## src/rtl/clusterv_sram_bridge_pkg.sv

```systemverilog
// Shared types and default sizing for the Wishbone-to-SRAM bridge.
// The RD_REG state exists only when CLUSTERV_SRAM_BRIDGE_RDATA_REG_EN is defined.
package clusterv_sram_bridge_pkg;

    localparam int DEFAULT_ADDR_WIDTH = 10;
    localparam int DEFAULT_DATA_WIDTH = 32;
    localparam int STATE_WIDTH        = 3;

    typedef enum logic [STATE_WIDTH-1:0] {
        ST_IDLE    = 3'd0,
        ST_RD_WAIT = 3'd1,
`ifdef CLUSTERV_SRAM_BRIDGE_RDATA_REG_EN
        ST_RD_REG  = 3'd2,
`endif
        ST_ACK     = 3'd3,
        ST_ERR     = 3'd4
    } bridge_state_t;

endpackage

```

## src/rtl/clusterv_sram_wb_bridge.sv

```systemverilog
// Wishbone classic target to single-port byte-enable SRAM bridge.
// Define CLUSTERV_SRAM_BRIDGE_RDATA_REG_EN to add a read-data pipeline stage (read ack at +3).
module clusterv_sram_wb_bridge
    import clusterv_sram_bridge_pkg::*;
#(
    parameter int          ADDR_WIDTH = DEFAULT_ADDR_WIDTH,
    parameter int          DATA_WIDTH = DEFAULT_DATA_WIDTH,
    parameter logic [31:0] BASE_ADDR  = 32'h0000_0000
) (
    input  logic                      clk,
    input  logic                      reset,

    input  logic [31:0]               t_adr,
    input  logic [DATA_WIDTH-1:0]     t_dat_w,
    input  logic [DATA_WIDTH/8-1:0]   t_sel,
    input  logic                      t_we,
    input  logic                      t_cyc,
    input  logic                      t_stb,
    output logic [DATA_WIDTH-1:0]     t_dat_r,
    output logic                      t_ack,
    output logic                      t_err,

    output logic [ADDR_WIDTH-1:0]     i_addr,
    output logic                      i_read_en,
    output logic                      i_write_en,
    output logic [DATA_WIDTH/8-1:0]   i_byte_en,
    output logic [DATA_WIDTH-1:0]     i_write_data,
    input  logic [DATA_WIDTH-1:0]     i_read_data,

    output logic [STATE_WIDTH-1:0]    dbg_state
);

    localparam int BE_W = DATA_WIDTH / 8;

    // Handshake: a request (t_cyc & t_stb) is taken only in IDLE; the initiator
    // must hold it until t_ack or t_err, each a single-cycle registered pulse.
    // Dropping t_cyc while a read is in flight abandons it without a response.

    bridge_state_t state;

    logic accept;
    logic in_window;
    logic issue_wr;
    logic issue_rd;
    logic unused_adr_bits;

    assign unused_adr_bits = ^t_adr[1:0];

    assign accept    = (state == ST_IDLE) && t_cyc && t_stb && !reset;
    assign in_window = (t_adr[31:ADDR_WIDTH+2] == BASE_ADDR[31:ADDR_WIDTH+2]);
    assign issue_wr  = accept && in_window && t_we;
    assign issue_rd  = accept && in_window && !t_we;

    // SRAM strobes are combinational in the accept cycle; all fields idle at zero.
    always_comb begin
        i_addr       = '0;
        i_read_en    = 1'b0;
        i_write_en   = 1'b0;
        i_byte_en    = '0;
        i_write_data = '0;
        if (issue_wr || issue_rd) begin
            i_addr = t_adr[ADDR_WIDTH+1:2];
        end
        if (issue_rd) begin
            i_read_en = 1'b1;
        end
        if (issue_wr) begin
            i_write_en   = 1'b1;
            i_byte_en    = t_sel;
            i_write_data = t_dat_w;
        end
    end

`ifdef CLUSTERV_SRAM_BRIDGE_RDATA_REG_EN
    logic [DATA_WIDTH-1:0] rd_pipe;
`endif

    always_ff @(posedge clk) begin
        if (reset) begin
            state   <= ST_IDLE;
            t_ack   <= 1'b0;
            t_err   <= 1'b0;
            t_dat_r <= '0;
`ifdef CLUSTERV_SRAM_BRIDGE_RDATA_REG_EN
            rd_pipe <= '0;
`endif
        end else begin
            t_ack <= 1'b0;
            t_err <= 1'b0;
            case (state)
                ST_IDLE: begin
                    if (accept) begin
                        if (!in_window) begin
                            state <= ST_ERR;
                            t_err <= 1'b1;
                        end else if (t_we) begin
                            state <= ST_ACK;
                            t_ack <= 1'b1;
                        end else begin
                            state <= ST_RD_WAIT;
                        end
                    end
                end
                ST_RD_WAIT: begin
                    if (!t_cyc) begin
                        state <= ST_IDLE;
                    end else begin
`ifdef CLUSTERV_SRAM_BRIDGE_RDATA_REG_EN
                        rd_pipe <= i_read_data;
                        state   <= ST_RD_REG;
`else
                        t_dat_r <= i_read_data;
                        state   <= ST_ACK;
                        t_ack   <= 1'b1;
`endif
                    end
                end
`ifdef CLUSTERV_SRAM_BRIDGE_RDATA_REG_EN
                ST_RD_REG: begin
                    if (!t_cyc) begin
                        state <= ST_IDLE;
                    end else begin
                        t_dat_r <= rd_pipe;
                        state   <= ST_ACK;
                        t_ack   <= 1'b1;
                    end
                end
`endif
                ST_ACK:  state <= ST_IDLE;
                ST_ERR:  state <= ST_IDLE;
                default: state <= ST_IDLE;
            endcase
        end
    end

    assign dbg_state = state;

endmodule
```

## config.mk

```make
export PLATFORM = sky130hd
export DESIGN_NAME = clusterv_sram_wb_bridge
export DESIGN_NICKNAME = d
export VERILOG_FILES = /design/src/rtl/clusterv_sram_bridge_pkg.sv /design/src/rtl/clusterv_sram_wb_bridge.sv
export SDC_FILE = /design/constraint.sdc
export NUM_CORES = 1
export LEC_CHECK = 0
export ABC_AREA = 1
export BUFFER_PORTS_ARGS = -buffer_cell sky130_fd_sc_hd__clkbuf_2
export CAP_MARGIN = 30
export CORE_MARGIN = 8
export CORE_UTILIZATION = 35
export CTS_CLUSTER_DIAMETER = 40
export CTS_CLUSTER_SIZE = 8
export DETAILED_ROUTE_END_ITERATION = 8
export PLACE_DENSITY = 0.87
export SETUP_SLACK_MARGIN = 0.4
export SYNTH_ARGS = -nofsm -noshare
export SYNTH_HDL_FRONTEND = slang
export SYNTH_SLANG_ARGS = --single-unit
```

## constraint.sdc

```tcl
create_clock -name clk -period 1.5 [get_ports clk]
set_input_delay 0.15 -clock clk [delete_from_list [all_inputs] [get_ports clk]]
set_output_delay 0.15 -clock clk [all_outputs]
set_load 0.01 [all_outputs]
```

Yosys cells after proc, flatten, opt, wreduce, memory -nomap -nowiden:

Cells that the tools add are included.

* add/subtract/negate cells: 0
* multipliers: 0
* divide/modulo/power cells: 0
* order comparisons: 0
* equality and inequality tests: 2
* shift-type cells: 0
* multiplexer cells: 16
* bitwise logic cells: 2
* reductions and logical operators: 13

Operator list (number)
* 2-to-1 mux 32 bit: 1
* logical NOT 20 bit: 1
* 2-to-1 mux 10 bit: 1
* 2-to-1 mux 1 bit: 7
* logical AND 1 bit: 6
* 2-to-1 mux 3 bit: 2
* one-hot mux 3 bit (2 select lines): 1
* 2-to-1 mux 2 bit: 2
* 2-to-1 mux 4 bit: 1
* == test 3 x 1 -> 1 bit (second input constant): 1
* logical NOT 3 bit: 1
* OR reduction 3 bit: 1
* logical NOT 1 bit: 2
* != test 2 bit (second input constant): 1
* inverter 1 bit: 2
* one-hot mux 1 bit (2 select lines): 1
* AND reduction 2 bit: 1
* logical OR 1 bit: 1

* register bits after elaboration: 37
* latch bits: 0
* RAM bits: 0
* ROM bits: 0
* bits of input ports: 105
* word-level logic and storage cells: 37
* memories kept: 0

Logic depth before layout (Yosys ltp):

* depth after elaboration: 8
* mapped depth: 9
* gate-level depth less buffers: 7

Least setup slack after synthesis:

Ideal clock, no wire load.

* path kind: flip-flop to output port
* from: register state[2], in the netlist dbg_state[2]
* to: output i_write_data[22]
* arrival time: 1.200 ns
* data required time: 1.350 ns
* path slack: 0.150 ns
* stages on the path, launching flop included: 7
* buffers on the path: 2
* cell sequence: dfxtp_1 > nor2_1 > nor3b_2 > nand3_2 > buf_6 > buf_8 > nor2_2

* word-level cells in the longest chain between the ends: 7

RTL lines
* start, declared: line clusterv_sram_wb_bridge.sv:39 `bridge_state_t state;`
* start signal, assigned: line clusterv_sram_wb_bridge.sv:80 `state <= ST_IDLE;`
* start signal, assigned: line clusterv_sram_wb_bridge.sv:94 `state <= ST_ERR;`
* start signal, assigned: line clusterv_sram_wb_bridge.sv:97 `state <= ST_ACK;`
* logical NOT 3 bit: line clusterv_sram_wb_bridge.sv:49 `assign accept = (state == ST_IDLE) && t_cyc && t_stb && !reset;`
* logical AND 1 bit (3 in series): line clusterv_sram_wb_bridge.sv:49
* logical AND 1 bit (2 in series): line clusterv_sram_wb_bridge.sv:51 `assign issue_wr = accept && in_window && t_we;`
* 2-to-1 mux 32 bit: line clusterv_sram_wb_bridge.sv:67 `if (issue_wr) begin`
* end, declared: line clusterv_sram_wb_bridge.sv:27 `output logic [DATA_WIDTH-1:0] i_write_data,`

Every way passes these cells.

Worst setup path in the final report:

* from: register state[1], in the netlist dbg_state[1]
* to: output i_byte_en[0]

* word-level cells in the longest chain between the ends: 7

RTL lines
* logical NOT 3 bit: line clusterv_sram_wb_bridge.sv:49
* logical AND 1 bit (3 in series): line clusterv_sram_wb_bridge.sv:49
* logical AND 1 bit (2 in series): line clusterv_sram_wb_bridge.sv:51
* 2-to-1 mux 4 bit: line clusterv_sram_wb_bridge.sv:67
* end, declared: line clusterv_sram_wb_bridge.sv:26 `output logic [DATA_WIDTH/8-1:0] i_byte_en,`

Every way passes these cells.

==> results.json <==
{
  "slowest_stage": "dfxtp_2",
  "worstMarginPinSlew_ps": 359,
  "path_cells": "nor2_4 > nor3b_4 > nand3_4 > buf_12 > nor2_1 > buf_2",
  "path_max_fanout": 19,
  "diodes": 0,
  "power.density_nw_per_um2": 570,
  "fin_area_sq_um": 3310,
  "port_buffers": 187,
  "drc": 0,
  "drive_above_1_share_pct": 55.2,
  "initialDrtViolationCount": 45,
  "violations": "negative setup slack",
  "setup_slack_ps": -315,
  "cts_tree": "built",
  "hold_viol": 0,
  "final_antenna_net_count": 0,
  "cts_max_level": 2,
  "die_area_sq_um": 7690,
  "final_util_pct": 65.6,
  "cts-root-buf": "clkbuf_8",
  "clk_pin_slew_ps": 70,
  "core_region_area_sq_um": 5040,
  "clk_path_buf_depth": 2,
  "synth_cells": 272,
  "drt-total-wl_microns": 7580,
  "first_global_vias": 2293,
  "yosys_warnings": 0,
  "fin_crit_sh_pct": 121,
  "initial_core_util_pct": 35.7,
  "fin_worst_skew_ps": 4.93,
  "io_pins": 190,
  "outcome": "complete, but fails checks",
  "num-fill-cells": 411,
  "final-setup-viol-count": 48,
  "syn_nets": 377,
  "vdd_drop_max_mv": 0.610,
  "p_leak_uw": 0.00183,
  "slew_headroom_pct": 76.1,
  "power_uw": 1880,
  "grt_first_pass_wirelength_microns": 10500,
  "fp.dieH_microns": 87.7,
  "crit_path_end_kind": "output port",
  "path_class": "reg2out",
  "antenna_found_initial": 0,
  "synth-seq-cells": 37,
  "place_congestion": 0.825,
  "row_count": 26,
  "startpoint_type": "flop",
  "cts_buffers": 5,
  "min_period_ps": 1820,
  "dr_total_vias": 2351,
  "firstDrtPassIters": 4,
  "synth-seq-area-share_pct": 41.2,
  "grt_usage_pct": 17.0,
  "synth.distinct_cells": 18,
  "clk-insertion-delay-late_ps": 280,
  "rsz0062_at_grt": "yes",
  "dp_slack_ps": 10.6,
  "grt-ovfl-total": 0,
  "area_growth_pct": 83.7,
  "layout_commonest_cell": "clkbuf_2",
  "hold_class": "in2reg",
  "placed_area_sq_um": 2940,
  "cap_viol_max_count": 0,
  "slew_violations": 0,
  "final_cell_mix": "clkbuf_2, nand2_1, inv_1",
  "hpwl_microns": 5610,
  "max_clock_freq_mhz": 551,
  "crit_arrival_ps": 1670,
  "netlist_area_sq_um": 1800,
  "cp.required_ps": 1350,
  "totalNegativeSetupSlack_ps": -10730,
  "synth_area_per_cell_sq_um": 6.61,
  "cts_num_sinks": 37,
  "critical_path.max_stage_delay_ps": 330,
  "die_w_microns": 87.7,
  "nets": 573,
  "grt_max_degree": 38,
  "wire_per_inst_microns": 14.1,
  "viasPerCell": 4.36
}
[sequential cells by signal (all words and copies together), names as in the netlist]
name	flops
t_err	1
t_ack	1
dbg_state	3
t_dat_r	32
[Yosys cell counts, drive strengths merged]
| master | number | area share (%) |
|---|---|---|
| nor2 | 60 | 16 |
| nand3b | 1 | 1.1 |
| inv | 50 | 10 |
| nand3 | 2 | 0.83 |
| and2 | 1 | 0.35 |
| buf | 7 | 3.2 |
| nand4 | 1 | 0.35 |
| nand2 | 68 | 14 |
| nor3b | 1 | 0.70 |
| a21oi | 35 | 9.7 |
| o21ai | 1 | 0.28 |
| clkbuf | 8 | 1.7 |
| dfxtp | 37 | 41 |
[per-layer routing]
| metal | track usage [%] | routed length, microns |
|---|---|---|
| met5 | 0 | 0 |
| met4 | 5.47 | 98 |
| met1 | 17.0 | 2630 |
| met2 | 30.9 | 4050 |
| met3 | 7.13 | 805 |
[critical path, delay by kind of cell (launching register included)]
kind / cells / cell delay, ps
DFF: 1 / 330
buffers and inverters: 2 / 360
and+or+nand+nor: 4 / 670
[metrics by stage]
step / hold WS [ps] / std cells
6_report: 83.4 / 539
5_1_grt: 74.5 / 539
4_1_cts: 74.6 / 532
3_5_place_dp: 387 / 520
3_3_place_gp: 381 / 520
2_1_floorplan: 291 / 272
[report_power, final]
part           switching, uW  internal [uW]
clock                    354            321
combinational            105            118
sequential              1.36            983
[timing repair]
item	4_1_cts	5_1_grt
setup buffers	2	4
endpoints found under the setup margin	82	84
pin swaps	0	1
hold endpoints to repair	0	0
cloned	2	3
gates resized for setup	11	45
hold buffers	0	0
[final timing paths]
kind                       start  slack, ps           end  cells after the start
hold reg to reg      t_dat_r[17]        470   t_dat_r[17]                      2
setup reg to reg    dbg_state[1]         70         t_ack                      7
setup / recovery    dbg_state[1]       -320  i_byte_en[0]                      6
hold / removal    i_read_data[7]         80    t_dat_r[7]                      3
[logic make-up after synthesis]
kind of cell,synth area share (%)
buffers and inverters,15.3
AND/OR/NAND/NOR,33.5
flip-flops,41.2
AO/OA/AOI/OAI,10.0
[final cells by class]
type	count	area, sq um	share of cell area, %
Clock inverter	3	17.5	0.530
Timing Repair Buffer	204	1220	37.0
Multi-Input combinational cell	170	980	29.6
Tap cell	70	87.6	2.65
Clock buffer	5	68.8	2.08
Sequential cell	37	742	22.4
Inverter	50	188	5.68
No activity file was read; power rests on OpenSTA's default activity.
